===== src/rtl/draw_seq_pkg.sv =====
// -----------------------------------------------------------------------------
// draw_seq_pkg
// Shared types and helpers for the draw sequencer slice.
//   - draw_state_e : sequencer FSM states (IDLE / WIN / PIX / DONE)
//   - COORDW/RGBW  : coordinate and RGB565 colour widths
//   - get_slice    : extracts client idx's 16-bit field from a flattened bus
// Optional build macro used by this slice: DRAW_SEQ_RR_EN (round-robin arbiter).
// -----------------------------------------------------------------------------
package draw_seq_pkg;

    typedef enum logic [1:0] {
        ST_IDLE = 2'd0,
        ST_WIN  = 2'd1,
        ST_PIX  = 2'd2,
        ST_DONE = 2'd3
    } draw_state_e;

    localparam int COORDW     = 16;
    localparam int RGBW       = 16;
    // Flattened buses are widened to this many clients before slicing, so a
    // single helper serves every NCLIENT up to MAX_CLIENT.
    localparam int MAX_CLIENT = 16;
    localparam int BUSW       = COORDW * MAX_CLIENT;

    // Client idx occupies bits [16*idx+15 : 16*idx] of a flattened bus.
    function automatic logic [COORDW-1:0] get_slice(input logic [BUSW-1:0] flat,
                                                    input int unsigned     idx);
        return flat[idx*COORDW +: COORDW];
    endfunction

endpackage


===== src/rtl/draw_sequencer_if.sv =====
// -----------------------------------------------------------------------------
// draw_sequencer_if
// Bundles the client-side drawing handshake (update/draw/cnext/drawdone plus
// window and colour buses) and the LCD-writer side (window command and pixel
// valid/ready channel).
//   master : the draw sequencer
//   slave  : drawing clients together with the LCD writer
// Flattened buses pack client i at bits [16i+15:16i].
// -----------------------------------------------------------------------------
interface draw_sequencer_if #(
    parameter int NCLIENT = 4,
    parameter int IDXW    = 2
);
    import draw_seq_pkg::*;

    logic [NCLIENT-1:0]        update;
    logic [NCLIENT-1:0]        drawdone;
    logic [COORDW*NCLIENT-1:0] xstart;
    logic [COORDW*NCLIENT-1:0] xend;
    logic [COORDW*NCLIENT-1:0] ystart;
    logic [COORDW*NCLIENT-1:0] yend;
    logic [RGBW*NCLIENT-1:0]   color;
    logic [NCLIENT-1:0]        draw;
    logic [NCLIENT-1:0]        cnext;
    logic                      win_valid;
    logic                      win_ready;
    logic [COORDW-1:0]         win_x0;
    logic [COORDW-1:0]         win_x1;
    logic [COORDW-1:0]         win_y0;
    logic [COORDW-1:0]         win_y1;
    logic                      px_valid;
    logic                      px_ready;
    logic [RGBW-1:0]           px_data;
    logic                      busy;
    logic [IDXW-1:0]           cur_client;

    modport master (
        input  update, drawdone, xstart, xend, ystart, yend, color,
        input  win_ready, px_ready,
        output draw, cnext, win_valid, win_x0, win_x1, win_y0, win_y1,
        output px_valid, px_data, busy, cur_client
    );

    modport slave (
        output update, drawdone, xstart, xend, ystart, yend, color,
        output win_ready, px_ready,
        input  draw, cnext, win_valid, win_x0, win_x1, win_y0, win_y1,
        input  px_valid, px_data, busy, cur_client
    );

endinterface


===== src/rtl/draw_arbiter.sv =====
// -----------------------------------------------------------------------------
// draw_arbiter
// Picks one eligible drawing client.
//   clk, rst   : clock / sync active-high reset (only with DRAW_SEQ_RR_EN)
//   i_eligible : per-client eligibility (update && drawdone)
//   i_enable   : sequencer is idle and may grant
//   o_winner   : index of the selected client
//   o_found    : a client was selected (gated by i_enable)
// DRAW_SEQ_RR_EN defined   : round-robin, search starts at an internal pointer
//                            that moves to winner+1 (mod NCLIENT) on each grant.
// DRAW_SEQ_RR_EN undefined : fixed priority, lowest index wins, no pointer.
// -----------------------------------------------------------------------------
module draw_arbiter #(
    parameter int NCLIENT = 4,
    parameter int IDXW    = 2
) (
`ifdef DRAW_SEQ_RR_EN
    input  logic               clk,
    input  logic               rst,
`endif
    input  logic [NCLIENT-1:0] i_eligible,
    input  logic               i_enable,
    output logic [IDXW-1:0]    o_winner,
    output logic               o_found
);

    logic [IDXW-1:0] w_winner;
    logic            w_any;

`ifdef DRAW_SEQ_RR_EN
    logic [IDXW-1:0] r_ptr;
    int              v_idx;

    // Rotating search: first eligible client at or after the pointer wins.
    always_comb begin
        w_winner = '0;
        w_any    = 1'b0;
        v_idx    = 0;
        for (int k = 0; k < NCLIENT; k++) begin
            v_idx = int'(r_ptr) + k;
            if (v_idx >= NCLIENT) begin
                v_idx = v_idx - NCLIENT;
            end else begin
                v_idx = v_idx;
            end
            if (i_eligible[v_idx] && !w_any) begin
                w_winner = IDXW'(v_idx);
                w_any    = 1'b1;
            end else begin
                w_any    = w_any;
            end
        end
    end

    // Pointer moves just past the client that was granted.
    always_ff @(posedge clk) begin
        if (rst) begin
            r_ptr <= '0;
        end else if (i_enable && w_any) begin
            r_ptr <= (w_winner == IDXW'(NCLIENT - 1)) ? '0 : w_winner + 1'b1;
        end
    end
`else
    // Fixed priority: lowest eligible index wins.
    always_comb begin
        w_winner = '0;
        w_any    = 1'b0;
        for (int i = 0; i < NCLIENT; i++) begin
            if (i_eligible[i] && !w_any) begin
                w_winner = IDXW'(i);
                w_any    = 1'b1;
            end else begin
                w_any    = w_any;
            end
        end
    end
`endif

    assign o_winner = w_winner;
    assign o_found  = w_any && i_enable;

endmodule


===== src/rtl/draw_sequencer.sv =====
// -----------------------------------------------------------------------------
// draw_sequencer
// Arbitrates among NCLIENT drawing clients, hands the winner's window to the
// LCD writer and streams its pixels over a valid/ready channel, strobing the
// client's cnext once per accepted pixel.
//   clk : system clock
//   rst : synchronous active-high reset
//   bus : draw_sequencer_if.master (client handshake + LCD writer channels)
// Build macro DRAW_SEQ_RR_EN selects round-robin arbitration in draw_arbiter.
// -----------------------------------------------------------------------------
module draw_sequencer
    import draw_seq_pkg::*;
#(
    parameter int NCLIENT = 4,
    parameter int IDXW    = 2
) (
    input  logic                   clk,
    input  logic                   rst,
    draw_sequencer_if.master       bus
);

    localparam logic [NCLIENT-1:0] LP_BIT0 = NCLIENT'(1'b1);

    draw_state_e        r_state;
    logic [IDXW-1:0]    r_cur;
    logic [NCLIENT-1:0] r_draw;
    logic               r_win_valid;
    logic               r_px_valid;
    logic               r_busy;
    logic [COORDW-1:0]  r_win_x0;
    logic [COORDW-1:0]  r_win_x1;
    logic [COORDW-1:0]  r_win_y0;
    logic [COORDW-1:0]  r_win_y1;
    logic [COORDW-1:0]  r_xcnt;
    logic [COORDW-1:0]  r_ycnt;

    logic [NCLIENT-1:0] w_eligible;
    logic               w_arb_en;
    logic [IDXW-1:0]    w_winner;
    logic               w_found;
    logic [COORDW-1:0]  w_xspan;
    logic [COORDW-1:0]  w_yspan;
    logic               w_accept;
    logic               w_last;
    logic [NCLIENT-1:0] w_cnext;

    assign w_eligible = bus.update & bus.drawdone;
    assign w_arb_en   = (r_state == ST_IDLE);

    draw_arbiter #(
        .NCLIENT (NCLIENT),
        .IDXW    (IDXW)
    ) u_arbiter (
`ifdef DRAW_SEQ_RR_EN
        .clk        (clk),
        .rst        (rst),
`endif
        .i_eligible (w_eligible),
        .i_enable   (w_arb_en),
        .o_winner   (w_winner),
        .o_found    (w_found)
    );

    // Inclusive window: span is the last counter value on each axis.
    assign w_xspan  = r_win_x1 - r_win_x0;
    assign w_yspan  = r_win_y1 - r_win_y0;
    // px_valid is only ever high in PIX, so this is the pixel accept.
    assign w_accept = r_px_valid && bus.px_ready;
    assign w_last   = (r_xcnt == w_xspan) && (r_ycnt == w_yspan);

    // Per-pixel advance strobe to the granted client, same cycle as accept.
    always_comb begin
        w_cnext = '0;
        if (w_accept) begin
            w_cnext[r_cur] = 1'b1;
        end else begin
            w_cnext = '0;
        end
    end

    // Sequencer FSM: grant, window command, pixel stream, wait for client idle.
    always_ff @(posedge clk) begin
        if (rst) begin
            r_state     <= ST_IDLE;
            r_cur       <= '0;
            r_draw      <= '0;
            r_win_valid <= 1'b0;
            r_px_valid  <= 1'b0;
            r_busy      <= 1'b0;
            r_win_x0    <= '0;
            r_win_x1    <= '0;
            r_win_y0    <= '0;
            r_win_y1    <= '0;
            r_xcnt      <= '0;
            r_ycnt      <= '0;
        end else begin
            case (r_state)
                ST_IDLE: begin
                    if (w_found) begin
                        r_cur       <= w_winner;
                        r_draw      <= LP_BIT0 << w_winner;
                        r_win_x0    <= get_slice(BUSW'(bus.xstart), 32'(w_winner));
                        r_win_x1    <= get_slice(BUSW'(bus.xend),   32'(w_winner));
                        r_win_y0    <= get_slice(BUSW'(bus.ystart), 32'(w_winner));
                        r_win_y1    <= get_slice(BUSW'(bus.yend),   32'(w_winner));
                        r_win_valid <= 1'b1;
                        r_busy      <= 1'b1;
                        r_state     <= ST_WIN;
                    end
                end
                ST_WIN: begin
                    if (bus.win_ready) begin
                        r_win_valid <= 1'b0;
                        r_px_valid  <= 1'b1;
                        r_xcnt      <= '0;
                        r_ycnt      <= '0;
                        r_state     <= ST_PIX;
                    end
                end
                ST_PIX: begin
                    if (w_accept) begin
                        if (w_last) begin
                            // draw drops right after the last cnext so the
                            // client cannot restart on a stale grant.
                            r_px_valid <= 1'b0;
                            r_draw     <= '0;
                            r_state    <= ST_DONE;
                        end else if (r_xcnt == w_xspan) begin
                            r_xcnt <= '0;
                            r_ycnt <= r_ycnt + 16'd1;
                        end else begin
                            r_xcnt <= r_xcnt + 16'd1;
                        end
                    end
                end
                ST_DONE: begin
                    if (bus.drawdone[r_cur]) begin
                        r_busy  <= 1'b0;
                        r_state <= ST_IDLE;
                    end
                end
                default: begin
                    r_state <= ST_IDLE;
                end
            endcase
        end
    end

    assign bus.draw       = r_draw;
    assign bus.cnext      = w_cnext;
    assign bus.win_valid  = r_win_valid;
    assign bus.win_x0     = r_win_x0;
    assign bus.win_x1     = r_win_x1;
    assign bus.win_y0     = r_win_y0;
    assign bus.win_y1     = r_win_y1;
    assign bus.px_valid   = r_px_valid;
    // Colour is the client's combinational output; no pipeline here.
    assign bus.px_data    = get_slice(BUSW'(bus.color), 32'(r_cur));
    assign bus.busy       = r_busy;
    assign bus.cur_client = r_cur;

endmodule


===== src/flat_wrapper.sv =====
// flat-port wrapper written by rule: the top's interface ports become plain ports
module draw_sequencer_flat import draw_seq_pkg::*;
#(
    parameter int NCLIENT = 4,
    parameter int IDXW    = 2
)
  (clk, rst, bus_update, bus_drawdone, bus_xstart, bus_xend, bus_ystart, bus_yend, bus_color, bus_win_ready, bus_px_ready, bus_draw, bus_cnext, bus_win_valid, bus_win_x0, bus_win_x1, bus_win_y0, bus_win_y1, bus_px_valid, bus_px_data, bus_busy, bus_cur_client);
  draw_sequencer_if #(.NCLIENT(NCLIENT), .IDXW(IDXW)) bus_i ();
  input  logic clk;
  input  logic rst;
  input wire logic [$bits(bus_i.update)-1:0] bus_update;
  input wire logic [$bits(bus_i.drawdone)-1:0] bus_drawdone;
  input wire logic [$bits(bus_i.xstart)-1:0] bus_xstart;
  input wire logic [$bits(bus_i.xend)-1:0] bus_xend;
  input wire logic [$bits(bus_i.ystart)-1:0] bus_ystart;
  input wire logic [$bits(bus_i.yend)-1:0] bus_yend;
  input wire logic [$bits(bus_i.color)-1:0] bus_color;
  input wire logic [$bits(bus_i.win_ready)-1:0] bus_win_ready;
  input wire logic [$bits(bus_i.px_ready)-1:0] bus_px_ready;
  output wire logic [$bits(bus_i.draw)-1:0] bus_draw;
  output wire logic [$bits(bus_i.cnext)-1:0] bus_cnext;
  output wire logic [$bits(bus_i.win_valid)-1:0] bus_win_valid;
  output wire logic [$bits(bus_i.win_x0)-1:0] bus_win_x0;
  output wire logic [$bits(bus_i.win_x1)-1:0] bus_win_x1;
  output wire logic [$bits(bus_i.win_y0)-1:0] bus_win_y0;
  output wire logic [$bits(bus_i.win_y1)-1:0] bus_win_y1;
  output wire logic [$bits(bus_i.px_valid)-1:0] bus_px_valid;
  output wire logic [$bits(bus_i.px_data)-1:0] bus_px_data;
  output wire logic [$bits(bus_i.busy)-1:0] bus_busy;
  output wire logic [$bits(bus_i.cur_client)-1:0] bus_cur_client;
  assign bus_i.update = bus_update;
  assign bus_i.drawdone = bus_drawdone;
  assign bus_i.xstart = bus_xstart;
  assign bus_i.xend = bus_xend;
  assign bus_i.ystart = bus_ystart;
  assign bus_i.yend = bus_yend;
  assign bus_i.color = bus_color;
  assign bus_i.win_ready = bus_win_ready;
  assign bus_i.px_ready = bus_px_ready;
  assign bus_draw = bus_i.draw;
  assign bus_cnext = bus_i.cnext;
  assign bus_win_valid = bus_i.win_valid;
  assign bus_win_x0 = bus_i.win_x0;
  assign bus_win_x1 = bus_i.win_x1;
  assign bus_win_y0 = bus_i.win_y0;
  assign bus_win_y1 = bus_i.win_y1;
  assign bus_px_valid = bus_i.px_valid;
  assign bus_px_data = bus_i.px_data;
  assign bus_busy = bus_i.busy;
  assign bus_cur_client = bus_i.cur_client;
  draw_sequencer #(.NCLIENT(NCLIENT), .IDXW(IDXW)) u_core (.clk(clk), .rst(rst), .bus(bus_i));
endmodule

===== config.mk =====
export PLATFORM = sky130hd
export DESIGN_NAME = draw_sequencer_flat
export DESIGN_NICKNAME = d
export VERILOG_FILES = /design/src/rtl/draw_seq_pkg.sv /design/src/rtl/draw_sequencer_if.sv /design/src/rtl/draw_arbiter.sv /design/src/rtl/draw_sequencer.sv /design/src/flat_wrapper.sv
export SDC_FILE = /design/constraint.sdc
export NUM_CORES = 1
export LEC_CHECK = 0
export BUFFER_PORTS_ARGS = -buffer_cell sky130_fd_sc_hd__buf_4
export CELL_PAD_IN_SITES_DETAIL_PLACEMENT = 2
export CELL_PAD_IN_SITES_GLOBAL_PLACEMENT = 2
export CORE_ASPECT_RATIO = 0.9
export CORE_MARGIN = 8
export CORE_UTILIZATION = 26
export DETAILED_ROUTE_END_ITERATION = 6
export GPL_TIMING_DRIVEN = 1
export PLACE_DENSITY_LB_ADDON = 0.08
export SYNTH_ARGS = -nofsm -noshare
export SYNTH_HDL_FRONTEND = slang
export SYNTH_HIERARCHICAL = 1
export SYNTH_SLANG_ARGS = --single-unit
export TNS_END_PERCENT = 100

===== constraint.sdc =====
create_clock -name clk -period 4.7 [get_ports clk]
set_input_delay 0.94 -clock clk [delete_from_list [all_inputs] [get_ports clk]]
set_output_delay 0.94 -clock clk [all_outputs]
set_load 0.03 [all_outputs]

==> results.md, run 1 <==
* Fin Setup TNS at 0 ns
* Setup WS pre-CTS at between 0.8 and 0.9 ns
* Num Clock Sinks at 107
* Fillers at 3745
* Multi-input gate area at ~0.006 mm^2
* CTS tree: built
* CP cell instances: inv_1, ha_1, fa_1, xor2_1, o211ai_1, or3_1, or4_4, a2111oi_4, nand4_4, nor2_8, a22o_4, a221o_1
* PD cells at between 500 and 600 mW/mm^2
* Outcome: finished, final reports clean
* Nets at around 1700
* Io pins at 425
* CP Data Required Time at 5.00 ns
* Worst-Skew Late Latency at 0.36 ns
* Seq/Total Area, Yosys at about a quarter
* Critical Path Source: u_core/bus.win_y1[0]
* GR Util met2 at 37.7%
* RSZ-0062 raised after global routing: false
* Reg-to-reg setup timing slack at 0.87 ns
* Worst-path fanout max at 16
* GRT busiest layer: met2
* Synth area leaders: dfxtp_1 (25%), mux4_2 (21%), nand2_1 (8.6%)
* I/O Buffers at about 420
* Synth async-reset ratio at 0%
* Detailed router's first-iteration violation count at 327
* Startpoint Class: flop
* Global Route met3 Usage at 6.13%
* Hpwl dp at 36200 um
* Worst min-delay path class: reg -> reg
* Highest clock rate at 261 MHz
* Most common cell after layout, fill and taps aside: buf_4
* TritonCTS buffer count at 9
* Antenna violations before repair at 1
* Slew @ Worst Pin at just under 1 ns
* Die area at roughly 0.039 mm^2
* Drc violations at 0
* Worst ir drop on vdd at roughly 0.19 mV
* Initial Utilization at 26.3%
* CP peak stage delay at 0.51 ns
* Final Worst Setup Slack at 0.868 ns
* Slowest CP cell: or4_4
* Buf+Inv Stages, Crit Path at 1
* DIE HEIGHT at 189 um
* Clock transition at path regs at 0.07 ns
* Hold violation total from the final report at 0
* Max-Cap Viols at 0
* Die W at 208 um
* Slew Limit Fails at 0
* First-pass GRT wire length at approximately 65000 um
* Post-synthesis instance area at between 0.008 and 0.009 mm^2
* Largest area contributor in the netlist: dfxtp_1
* Leak at 5.34 nW
* Area of the core at approximately 0.033 mm^2
* Mapped Avg Cell Area at 8.81 um^2
* Final RePlAce weighted congestion at around 0.83
* Final setup viols at 0
* Relative slew slack at about a third
* GRT Util Overall at 21.4%
* H-tree levels at 3
* Delay-heaviest family, CP: simple AND/OR/NAND/NOR gates
* Final period util at 81.5%
* Hold buffer count at cts at 0
* #FFs+latches synth at 107
* DR vias/cell at 5.16
* Seq. cell area at around 0.0021 mm^2
* Largest net degree at the start of global routing at 68
* Worst flop-to-flop path startpoint: u_core/bus.win_y1[0]
* R2R depth at 12
* Cell row count at 63
* R2R Path End: u_core/r_xcnt[5]
* Synth top area share at 24.8%
* Antenna Nets Post-Route at 0
* Detailed Route WL at around 43000 um
* Vias in the first global route at 10499
* Total congestion overflow at 0
* Critical path arrival at a little over 4 ns
* Area grow syn2layout at 44.6%
* Post-synth EDFFs at 0
* Syn nets at 1351
* Post-CTS Resized at 0
* Yosys warnings at 6
* Global Route met1 Usage at about a quarter
* Total number of vias at 9254
* Post-CTS setup repair buffer count at 0
* Min Tclk post-route at 3.83 ns
* Crit end category: flop
* Worst path depth at 12
* Worst setup endpoint: u_core/r_xcnt[5]
* Setup CP Type: reg -> reg
* CTS Root Cell: clkbuf_16
* Post-synth top flop: dfxtp_1
* Min-delay src: u_core/bus.cur_client[0]
* CTS max path bufs at 2
* Mapped Cells at 981
* Worst Skew at around 0.012 ns
* Most frequent cells in the layout: buf_4 (431), nand2_1 (197), dfxtp_1 (107), a21oi_1 (106), mux4_2 (82)
* Synth cell types at 74
* Share of layout cells above drive strength 1 at between 40 and 50%
* DR pass1 iterations at 4
* WL per Instance at 23.9 um
-- worst min path at each step --
stage	slack [ns]	to	cells past startpoint
global route	0.49	u_core/bus.cur_client[0]	2
floorplan	0.46	u_core/r_ycnt[10]	1
CTS	0.47	u_core/bus.cur_client[0]	2
detailed placement	0.46	u_core/bus.cur_client[0]	2
global placement	0.44	u_core/bus.cur_client[0]	2
finish	0.46	u_core/bus.cur_client[0]	2
-- cell usage after synthesis (5+ instances only) --
cell and instances:
a211oi_1 5, a21oi_1 107, a221o_1 13, a31oi_1 8, and2_1 11, and3_1 25
buf_1 13, clkbuf_1 38, dfxtp_1 107, ha_1 36, inv_1 47, mux4_2 82
nand2_1 198, nand2b_1 7, nand3_1 18, nor2_1 41, nor2b_1 9, nor3_1 11
o2111ai_1 5, o211ai_1 5, o21a_1 9, o21ai_0 22, o22ai_1 6, o31ai_1 5
o41ai_1 10, or3_1 11, xnor2_1 28, xor2_1 18
-- cell type report --
class,instances,area share (%)
clock inverter,5,0.300
clock buffer,11,1.94
tap,422,4.22
antenna,1,0.0200
sequential,107,17.1
multi-input combinational,768,48.8
timing repair buffer,433,26.2
inverter,47,1.41
-- metrics by stage --
step	cell area (um^2)	cells	hold slack (ns)	utilization, %	power, mW
3_3_place_gp	12200	1777	0.444	37.2	5.95
5_1_grt	12500	1794	0.490	38.0	7.25
2_1_floorplan	8640	981	0.459	-	4.40
6_report	12500	1794	0.463	38.0	6.69
3_5_place_dp	12200	1777	0.456	37.2	6.00
4_1_cts	12500	1793	0.467	38.0	6.81
-- power by group --
| group | switching [mW] | internal [mW] | total, mW | leakage, nW |
|---|---|---|---|---|
| Clock | 0.383 | 0.378 | 0.760 | 0.132 |
| Combinational | 2.76 | 1.85 | 4.61 | 4.33 |
| Sequential | 0.204 | 1.11 | 1.31 | 0.872 |
| Total | 3.35 | 3.34 | 6.69 | 5.34 |
-- cell families (layout without fill, tap and decap cells) --
| kind of cell | Yosys count | after routing | share of synthesized area [%] |
|---|---|---|---|
| simple gates | 364 | 364 | 20.0 |
| compound gates | 234 | 234 | 18.1 |
| flops | 107 | 107 | 24.8 |
| buf+inv | 106 | 496 | 4.94 |
| mux | 86 | 86 | 21.9 |
| xor+xnor | 46 | 46 | 4.66 |
| fa+ha+maj | 38 | 38 | 5.67 |
| other cells | 0 | 1 | 0 |
-- state kept, by name, summed over array words and instances, names as in the netlist --
| signal | count |
|---|---|
| u_core/bus.win_x1 | 16 |
| u_core/r_xcnt | 16 |
| u_core/r_state | 2 |
| u_core/bus.win_y1 | 16 |
| u_core/bus.win_x0 | 16 |
| u_core/bus.win_valid | 1 |
| u_core/bus.cur_client | 2 |
| u_core/bus.px_valid | 1 |
| u_core/bus.busy | 1 |
| u_core/r_ycnt | 16 |
| u_core/bus.draw | 4 |
| u_core/bus.win_y0 | 16 |
-- metal layers --
layer,vias up,wire (um)
met2,296,20900
li1,4402,-
met4,0,928
met3,33,2930
met1,4523,18100
met5,-,0
-- worst min-delay path: cells and delay by family, from the launching register on --
kind             cells  cell delay, ns
AND/OR/NAND/NOR      1            0.05
AO/OA/AOI/OAI        1            0.05
flip-flops           1            0.31
(Power assumes the default switching activity.)
==> run 2, diff against run 1 <==
Settings changed: ABC_AREA set to 1, CORE_UTILIZATION 26 to 23.
Clock period 4.7 ns to 3.75 ns, I/O delays scaled along.
==> run 2 against run 1 <==
Effect of this change: global-route usage rose by 1.7 points; sequential power rose by 71%; flip-flop and latch count did not move; power rose by 80%; utilization fell by 3.7 points; combinational power rose by 88%; final cell count rose by 25%; largest power group unchanged; die area rose by 12%; final area rose by 2.1%.
==> results.md, run 2 <==
* Vias in the first global route at 12224 (was 10499)
* #FFs+latches synth at 107 (unchanged)
* Die W at 220 um (was 208 um)
* Mapped Avg Cell Area at 6.37 um^2 (was 8.81 um^2)
* GRT busiest layer: met2 (unchanged)
* Highest clock rate at 311 MHz (was 261 MHz)
* CTS tree: built (unchanged)
* Post-synth EDFFs at 0 (unchanged)
* Synth area leaders: dfxtp_1 (25%), nand2_1 (13%), a22oi_1 (13%) (was dfxtp_1 (25%), mux4_2 (21%), nand2_1 (8.6%))
* Nets at 2115 (was 1736)
* CTS max path bufs at 2 (unchanged)
* Max-Cap Viols at 0 (unchanged)
* Most frequent cells in the layout: buf_4 (444), nand2_1 (306), a22oi_1 (152), inv_1 (150), nor2_1 (117) (was buf_4 (431), nand2_1 (197), dfxtp_1 (107), a21oi_1 (106), mux4_2 (82))
* DR vias/cell at 5.00 (was 5.16)
* Mapped Cells at 1356 (was 981)
* Post-synthesis instance area at 0.00863 mm^2 (was 0.00864 mm^2)
* Final setup viols at 0 (unchanged)
* Most common cell after layout, fill and taps aside: buf_4 (unchanged)
* Worst-path fanout max at 20 (was 16)
* Hpwl dp at 43900 um (was 36200 um)
* Crit end category: flop (unchanged)
* Post-synth top flop: dfxtp_1 (unchanged)
* Critical path arrival at 3.49 ns (was 4.13 ns)
* First-pass GRT wire length at 77200 um (was 65100 um)
* Placed cell areas at 0.0124 mm^2 (was 0.0122 mm^2)
* Cell row count at 67 (was 63)
* Non-Filler Cell Area, Final at 0.0128 mm^2 (was 0.0125 mm^2)
* CTS Root Cell: clkbuf_16 (unchanged)
* I/O Buffers at 424 (unchanged)
* Leak at 6.13 nW (was 5.34 nW)
* Seq/Total Area, Yosys at 24.8% (about the same)
* TritonCTS buffer count at 9 (unchanged)
* Startpoint Class: flop (unchanged)
* Placed cells at 2217 (was 1777)
* Largest net degree at the start of global routing at 67 (was 68)
* CP peak stage delay at 0.39 ns (was 0.51 ns)
* Global Route met1 Usage at 30.6% (was 25.3%)
* DIE HEIGHT at 200 um (was 189 um)
* Outcome: finished, final reports clean (unchanged)
* Count leader, synth: nand2_1 (unchanged)
* WL per Instance at 23.3 um (was 23.9 um)
* Num Clock Sinks at 107 (unchanged)
* Slowest CP cell: fa_1 (was or4_4)
* Critical Path Source: u_core/bus.win_y1[0] (unchanged)
* Clock transition at path regs at 0.09 ns (was 0.07 ns)
* Fin Setup TNS at 0 ns (unchanged)
* Slew @ Worst Pin at 0.939 ns (was 0.982 ns)
* Syn nets at 1726 (was 1351)
* Total number of vias at 11173 (was 9254)
* Drc violations at 0 (unchanged)
* Synth cell count leaders: nand2_1 (306), a22oi_1 (152), inv_1 (152) (was nand2_1 (198), a21oi_1 (107), dfxtp_1 (107))
* Worst min-delay path class: reg -> reg (unchanged)
* Die area at 0.0440 mm^2 (was 0.0393 mm^2)
* Worst flop-to-flop path startpoint: u_core/bus.win_y1[0] (unchanged)
* Worst Skew at 0.0136 ns (was 0.0119 ns)
* Synth cell types at 40 (was 74)
* Most used cell, CP: nand2_1
* Largest area contributor in the netlist: dfxtp_1 (unchanged)
* CP Data Required Time at 4.03 ns (was 5.00 ns)
* Min Tclk post-route at 3.21 ns (was 3.83 ns)
* Final RePlAce weighted congestion at 0.807 (was 0.828)
* Detailed router's first-iteration violation count at 528 (was 327)
* Hold violation total from the final report at 0 (unchanged)
* Yosys warnings at 6 (unchanged)
* Antenna Nets Post-Route at 0 (unchanged)
* Worst ir drop on vdd at 0.329 mV (was 0.187 mV)
* Global Route met3 Usage at 5.59% (was 6.13%)
* Area of the core at 0.0371 mm^2 (was 0.0329 mm^2)
* Area grow syn2layout at 47.8% (was 44.6%)
* Detailed Route WL at 52100 um (was 42800 um)
* GR Util met2 at 38.6% (was 37.7%)
* Setup CP Type: reg -> reg (unchanged)
* Synth top area share at 24.8% (about the same)
* Share of layout cells above drive strength 1 at 28.6% (was 40.2%)
* Total congestion overflow at 0 (unchanged)
* Relative slew slack at 37.2% (was 34.4%)
* Final std cells w/o fill at 2235 (was 1794)
* Fillers at 4516 (was 3745)
* Final period util at 85.7% (was 81.5%)
* PD cells at 943 mW/mm^2 (was 535 mW/mm^2)
* Synth async-reset ratio at 0% (unchanged)
* Antenna violations before repair at 3 (was 1)
* GRT Util Overall at 23.1% (was 21.4%)
* Hold buffer count at cts at 0 (unchanged)
* RSZ-0062 raised after global routing: false (unchanged)
* Min-delay src: u_core/bus.draw[3] (was u_core/bus.cur_client[0])
* H-tree levels at 3 (unchanged)
* Slew Limit Fails at 0 (unchanged)
* Io pins at 425 (unchanged)
* CP cell instances: inv_1, ha_1, fa_1, inv_1, nand2_1, nand2_1, nand2_1, o21ai_2, nand2_1, nand2_1, nand2_1, nand3_1, nand4_1, nor2_4, nand3_4, nand2_1, buf_4, nand2_1, nand2_1, nor2_1 (was inv_1, ha_1, fa_1, xor2_1, o211ai_1, or3_1, or4_4, a2111oi_4, nand4_4, nor2_8, a22o_4, a221o_1)
* Worst-Skew Late Latency at 0.38 ns (was 0.36 ns)
* Initial Utilization at 23.3% (was 26.3%)
* DR pass1 iterations at 4 (unchanged)
## run 2: path summary, 6_finish.rpt
kind                            slack, ns            endpoint  cells past startpoint
worst max-delay path                 0.54   u_core/r_ycnt[12]                     20
worst min-delay path                 0.49  u_core/bus.draw[3]                      2
worst max register to register       0.54   u_core/r_ycnt[12]                     20
worst min register to register       0.49  u_core/bus.draw[3]                      2
## run 2: routing by layer
metal / vias to the layer above / part of all wire [%]
met5: - / 0.025
met4: 2 / 0.65
met3: 15 / 5.4
met2: 234 / 48
met1: 5503 / 46
li1: 5419 / -
## run 2: critical path, delay by kind of cell (launching register included)
family                   cells  cell delay, ns
buffers and inverters        3            0.36
AO/OA/AOI/OAI                1            0.19
flip-flops                   1            0.36
adder cells (fa/ha/maj)      2            0.59
AND/OR/NAND/NOR             14            1.63
## run 2: cell families (layout without fill, tap and decap cells)
group | count (synthesis) | after routing | synth area share [%]
AO/OA/AOI/OAI | 352 | 352 | 26.2
buffers and inverters | 232 | 625 | 10.3
other | 0 | 3 | 0
flip-flops | 107 | 107 | 24.8
adder cells (fa/ha/maj) | 38 | 38 | 5.68
AND/OR/NAND/NOR | 589 | 589 | 29.2
XOR/XNOR | 38 | 38 | 3.85
## run 2: area by class of cell
class                      count  area (um^2)  share of cell area, %
clock inverter                 6         95.1                  0.745
antenna                        3         7.51                 0.0588
timing repair buffer         450         3450                   27.1
clock buffer                   9          225                   1.77
inverter                     160          602                   4.72
tap                          483          604                   4.74
sequential                   107         2140                   16.8
multi-input combinational   1017         5630                   44.1
## run 2: power breakdown
group	internal [mW]	switching (mW)
sequential	1.61	0.624
combinational	2.98	5.70
clock	0.592	0.521
## run 2: metrics by stage
step                setup WS, ns  utilization (%)  hold WS (ns)  power [mW]
global placement           0.446             33.5         0.452        10.7
CTS                        0.316             34.3         0.482        12.2
floorplan                  0.971                -         0.472        7.84
global route               0.102             34.3         0.494        13.2
finish                     0.537             34.4         0.488        12.0
detailed placement         0.371             33.5         0.463        11.0
## run 2: timing repair
action | 4_1_cts | 5_1_grt
setup endpoints to repair | 0 | 5
resized for setup | 0 | 2
buffers inserted | 0 | 0
==> run 3, diff against run 2 <==
Settings changed: CORE_UTILIZATION 23 to 25.
Clock period 3.75 ns to 4.1 ns, I/O delays scaled along.
==> run 3 against run 2 <==
Effect of this change: sequential share of layout area grew 0.20 points; global-route usage grew 1.7 points; power shrank 9.4%; worst hold slack lost 0.0072 ns; clock-buffer cell count grew 2; clock skew shrank 0.0036 ns.
==> results.md, run 3 (synthesized netlist as in run 2, its figures left out) <==
* Outcome: finished, final reports clean (unchanged)
* Wl on met1 at 24000 um (was 23900 um)
* CTS tree: built (unchanged)
* RSZ-0062 raised after global routing: false (unchanged)
* Clock power frac at 8.3% (was 9.2%)
* Largest net degree at the start of global routing at 70 (was 67)
* Post-CTS setup repair buffer count at 0 (unchanged)
* Critical path arrival at 3.76 ns (was 3.49 ns)
* CP peak stage delay at 0.44 ns (was 0.39 ns)
* Area of the core at 0.0340 mm^2 (was 0.0371 mm^2)
* Most common cell after layout, fill and taps aside: buf_4 (unchanged)
* CTS max path bufs at 2 (unchanged)
* Total congestion overflow at 0 (unchanged)
* Vias in the first global route at 12241 (was 12224)
* Antenna Nets Post-Route at 0 (unchanged)
* Sw frac at 57.8% (was 56.9%)
* Hpwl dp at 44000 um (was 43900 um)
* TritonCTS buffer count at 9 (unchanged)
* Worst Hold Depth at 2 (unchanged)
* I/O Buffers at 424 (unchanged)
* Relative slew slack at 46.0% (was 37.2%)
* Setup WS pre-CTS at 0.358 ns (was 0.371 ns)
* Leak at 6.06 nW (was 6.13 nW)
* Final RePlAce weighted congestion at 0.837 (was 0.807)
* Area grow syn2layout at 46.1% (was 47.8%)
* First-pass GRT wire length at 76900 um (was 77200 um)
* Cell row count at 64 (was 67)
* Die W at 212 um (was 220 um)
* Met3 wire length at 2780 um (was 2820 um)
* Share of layout cells above drive strength 1 at 28.2% (was 28.6%)
* Detailed Route WL at 52100 um (about the same)
* Detailed router's first-iteration violation count at 528 (unchanged)
* Total number of vias at 11170 (was 11173)
* Initial Utilization at 25.4% (was 23.3%)
* Internal at 4.61 mW (was 5.19 mW)
* CTS Root Cell: clkbuf_16 (unchanged)
* Slew @ Worst Pin at 0.809 ns (was 0.939 ns)
* Sequential Power Share at 18.8% (was 18.6%)
* Clock transition at path regs at 0.08 ns (was 0.09 ns)
* Slew Limit Fails at 0 (unchanged)
* Highest clock rate at 286 MHz (was 311 MHz)
* Final Worst Setup Slack at 0.602 ns (was 0.537 ns)
* Min Tclk post-route at 3.50 ns (was 3.21 ns)
* Antenna violations before repair at 5 (was 3)
* H-tree levels at 3 (unchanged)
* WL per Instance at 23.6 um (was 23.3 um)
* Crit end category: flop (unchanged)
* Post-CTS Resized at 0 (unchanged)
* Worst Skew at 0.00999 ns (was 0.0136 ns)
* Setup CP Type: reg -> reg (unchanged)
* Slowest CP cell: nand2_2 (was fa_1)
* Hold violation total from the final report at 0 (unchanged)
* Worst min-delay path class: reg -> reg (unchanged)
* Metal2 WL at 24200 um (was 25000 um)
* Hold buffer count at cts at 0 (unchanged)
* DIE HEIGHT at 192 um (was 200 um)
* Fin Setup TNS at 0 ns (unchanged)
* Nets at 2106 (was 2115)
* Final period util at 85.3% (was 85.7%)
* Drc violations at 0 (unchanged)
* Psw at 6.30 mW (was 6.85 mW)
* Io pins at 425 (unchanged)
* Combinational power share at 72.9% (was 72.2%)
* Num Clock Sinks at 107 (unchanged)
* Die area at 0.0407 mm^2 (was 0.0440 mm^2)
* Top Metal Used: met4 (was met5)
* Worst ir drop on vdd at 0.244 mV (was 0.329 mV)
* Final setup viols at 0 (unchanged)
* Startpoint Class: flop (unchanged)
* DR pass1 iterations at 5 (was 4)
* CP Data Required Time at 4.36 ns (was 4.03 ns)
* Hold slack final at 0.481 ns (was 0.488 ns)
* CP cell instances: inv_1, ha_1, fa_1, inv_1, nand2_1, nand2_1, nand2_1, o21ai_1, nand2_1, nand2_1, nand2_1, nor2_1, nand2_1, nor2_1, nand2_1, nor2_2, nand3_4, nand2_2, nand2_1, nand2_1, nor2_1 (was inv_1, ha_1, fa_1, inv_1, nand2_1, nand2_1, nand2_1, o21ai_2, nand2_1, nand2_1, nand2_1, nand3_1, nand4_1, nor2_4, nand3_4, nand2_1, buf_4, nand2_1, nand2_1, nor2_1)
* Most used cell, CP: nand2_1 (unchanged)
* Most frequent cells in the layout: buf_4 (436), nand2_1 (305), a22oi_1 (152), inv_1 (150), nor2_1 (117) (was buf_4 (444), nand2_1 (306), a22oi_1 (152), inv_1 (150), nor2_1 (117))
* Worst-Skew Late Latency at 0.37 ns (was 0.38 ns)
* Worst-path fanout max at 27 (was 20)
* Max-Cap Viols at 0 (unchanged)
* PD cells at 865 mW/mm^2 (was 943 mW/mm^2)
* Fillers at 4168 (was 4516)
* R2R depth at 21 (was 20)
* GRT Util Overall at 24.9% (was 23.1%)
* DR vias/cell at 5.06 (was 5.00)
## run 3: changes by cell type in the layout (fill, tap and decap cells not counted), sizes merged
cell    change
diode       +2
clkinv      +2
clkbuf      +2
bufinv      -2
inv         -1
buf         -9
## run 3: final cells by class
cell class / instances / area, um^2 / area share, %
multi-input combinational: 1017 / 5620 / 44.6
timing repair buffer: 441 / 3370 / 26.7
clock inverter: 5 / 36.3 / 0.288
tap: 462 / 578 / 4.58
sequential: 107 / 2140 / 17.0
clock buffer: 11 / 243 / 1.92
inverter: 160 / 602 / 4.77
antenna: 5 / 12.5 / 0.0992
## run 3: path summary, 6_finish.rpt
check | endpoint | slack [ns] | start
setup reg to reg | u_core/r_ycnt[10] | 0.60 | u_core/bus.win_y1[0]
setup / recovery | u_core/r_ycnt[10] | 0.60 | u_core/bus.win_y1[0]
hold reg to reg | u_core/bus.draw[3] | 0.48 | u_core/bus.draw[3]
hold / removal | u_core/bus.draw[3] | 0.48 | u_core/bus.draw[3]
## run 3: stage by stage
| stage | utilization (%) | power [mW] | area, um^2 | cells |
|---|---|---|---|---|
| floorplan | - | 7.17 | 8630 | 1356 |
| global placement | 36.2 | 9.72 | 12300 | 2187 |
| finish | 37.1 | 10.9 | 12600 | 2208 |
| CTS | 37.0 | 11.0 | 12600 | 2203 |
| detailed placement | 36.2 | 10.0 | 12300 | 2187 |
| global route | 37.1 | 11.9 | 12600 | 2208 |
## run 3: power groups by stage
stage / logic [mW] / registers (mW) / clock network (mW)
6_report: 7.95 / 2.05 / 0.908
2_1_floorplan: 4.80 / 2.37 / 0
3_3_place_gp: 7.69 / 2.04 / 0
3_5_place_dp: 7.97 / 2.05 / 0
4_1_cts: 8.02 / 2.04 / 0.938
5_1_grt: 8.86 / 2.10 / 0.975
## run 3: critical path: cells and delay by family (launching register included)
kind                       cells  cell delay [ns]
and+or+nand+nor               16             2.08
DFF                            1             0.35
adders and majority gates      2             0.58
buffers and inverters          2             0.11
AOI/OAI and AO/OA              1             0.24
## run 3: metal layers
| metal | vias up | global-route usage (%) |
|---|---|---|
| met3 | 42 | 5.44 |
| li1 | 5397 | - |
| met1 | 5472 | 32.8 |
| met2 | 259 | 40.3 |
| met4 | 0 | 7.18 |
| met5 | - | 0 |
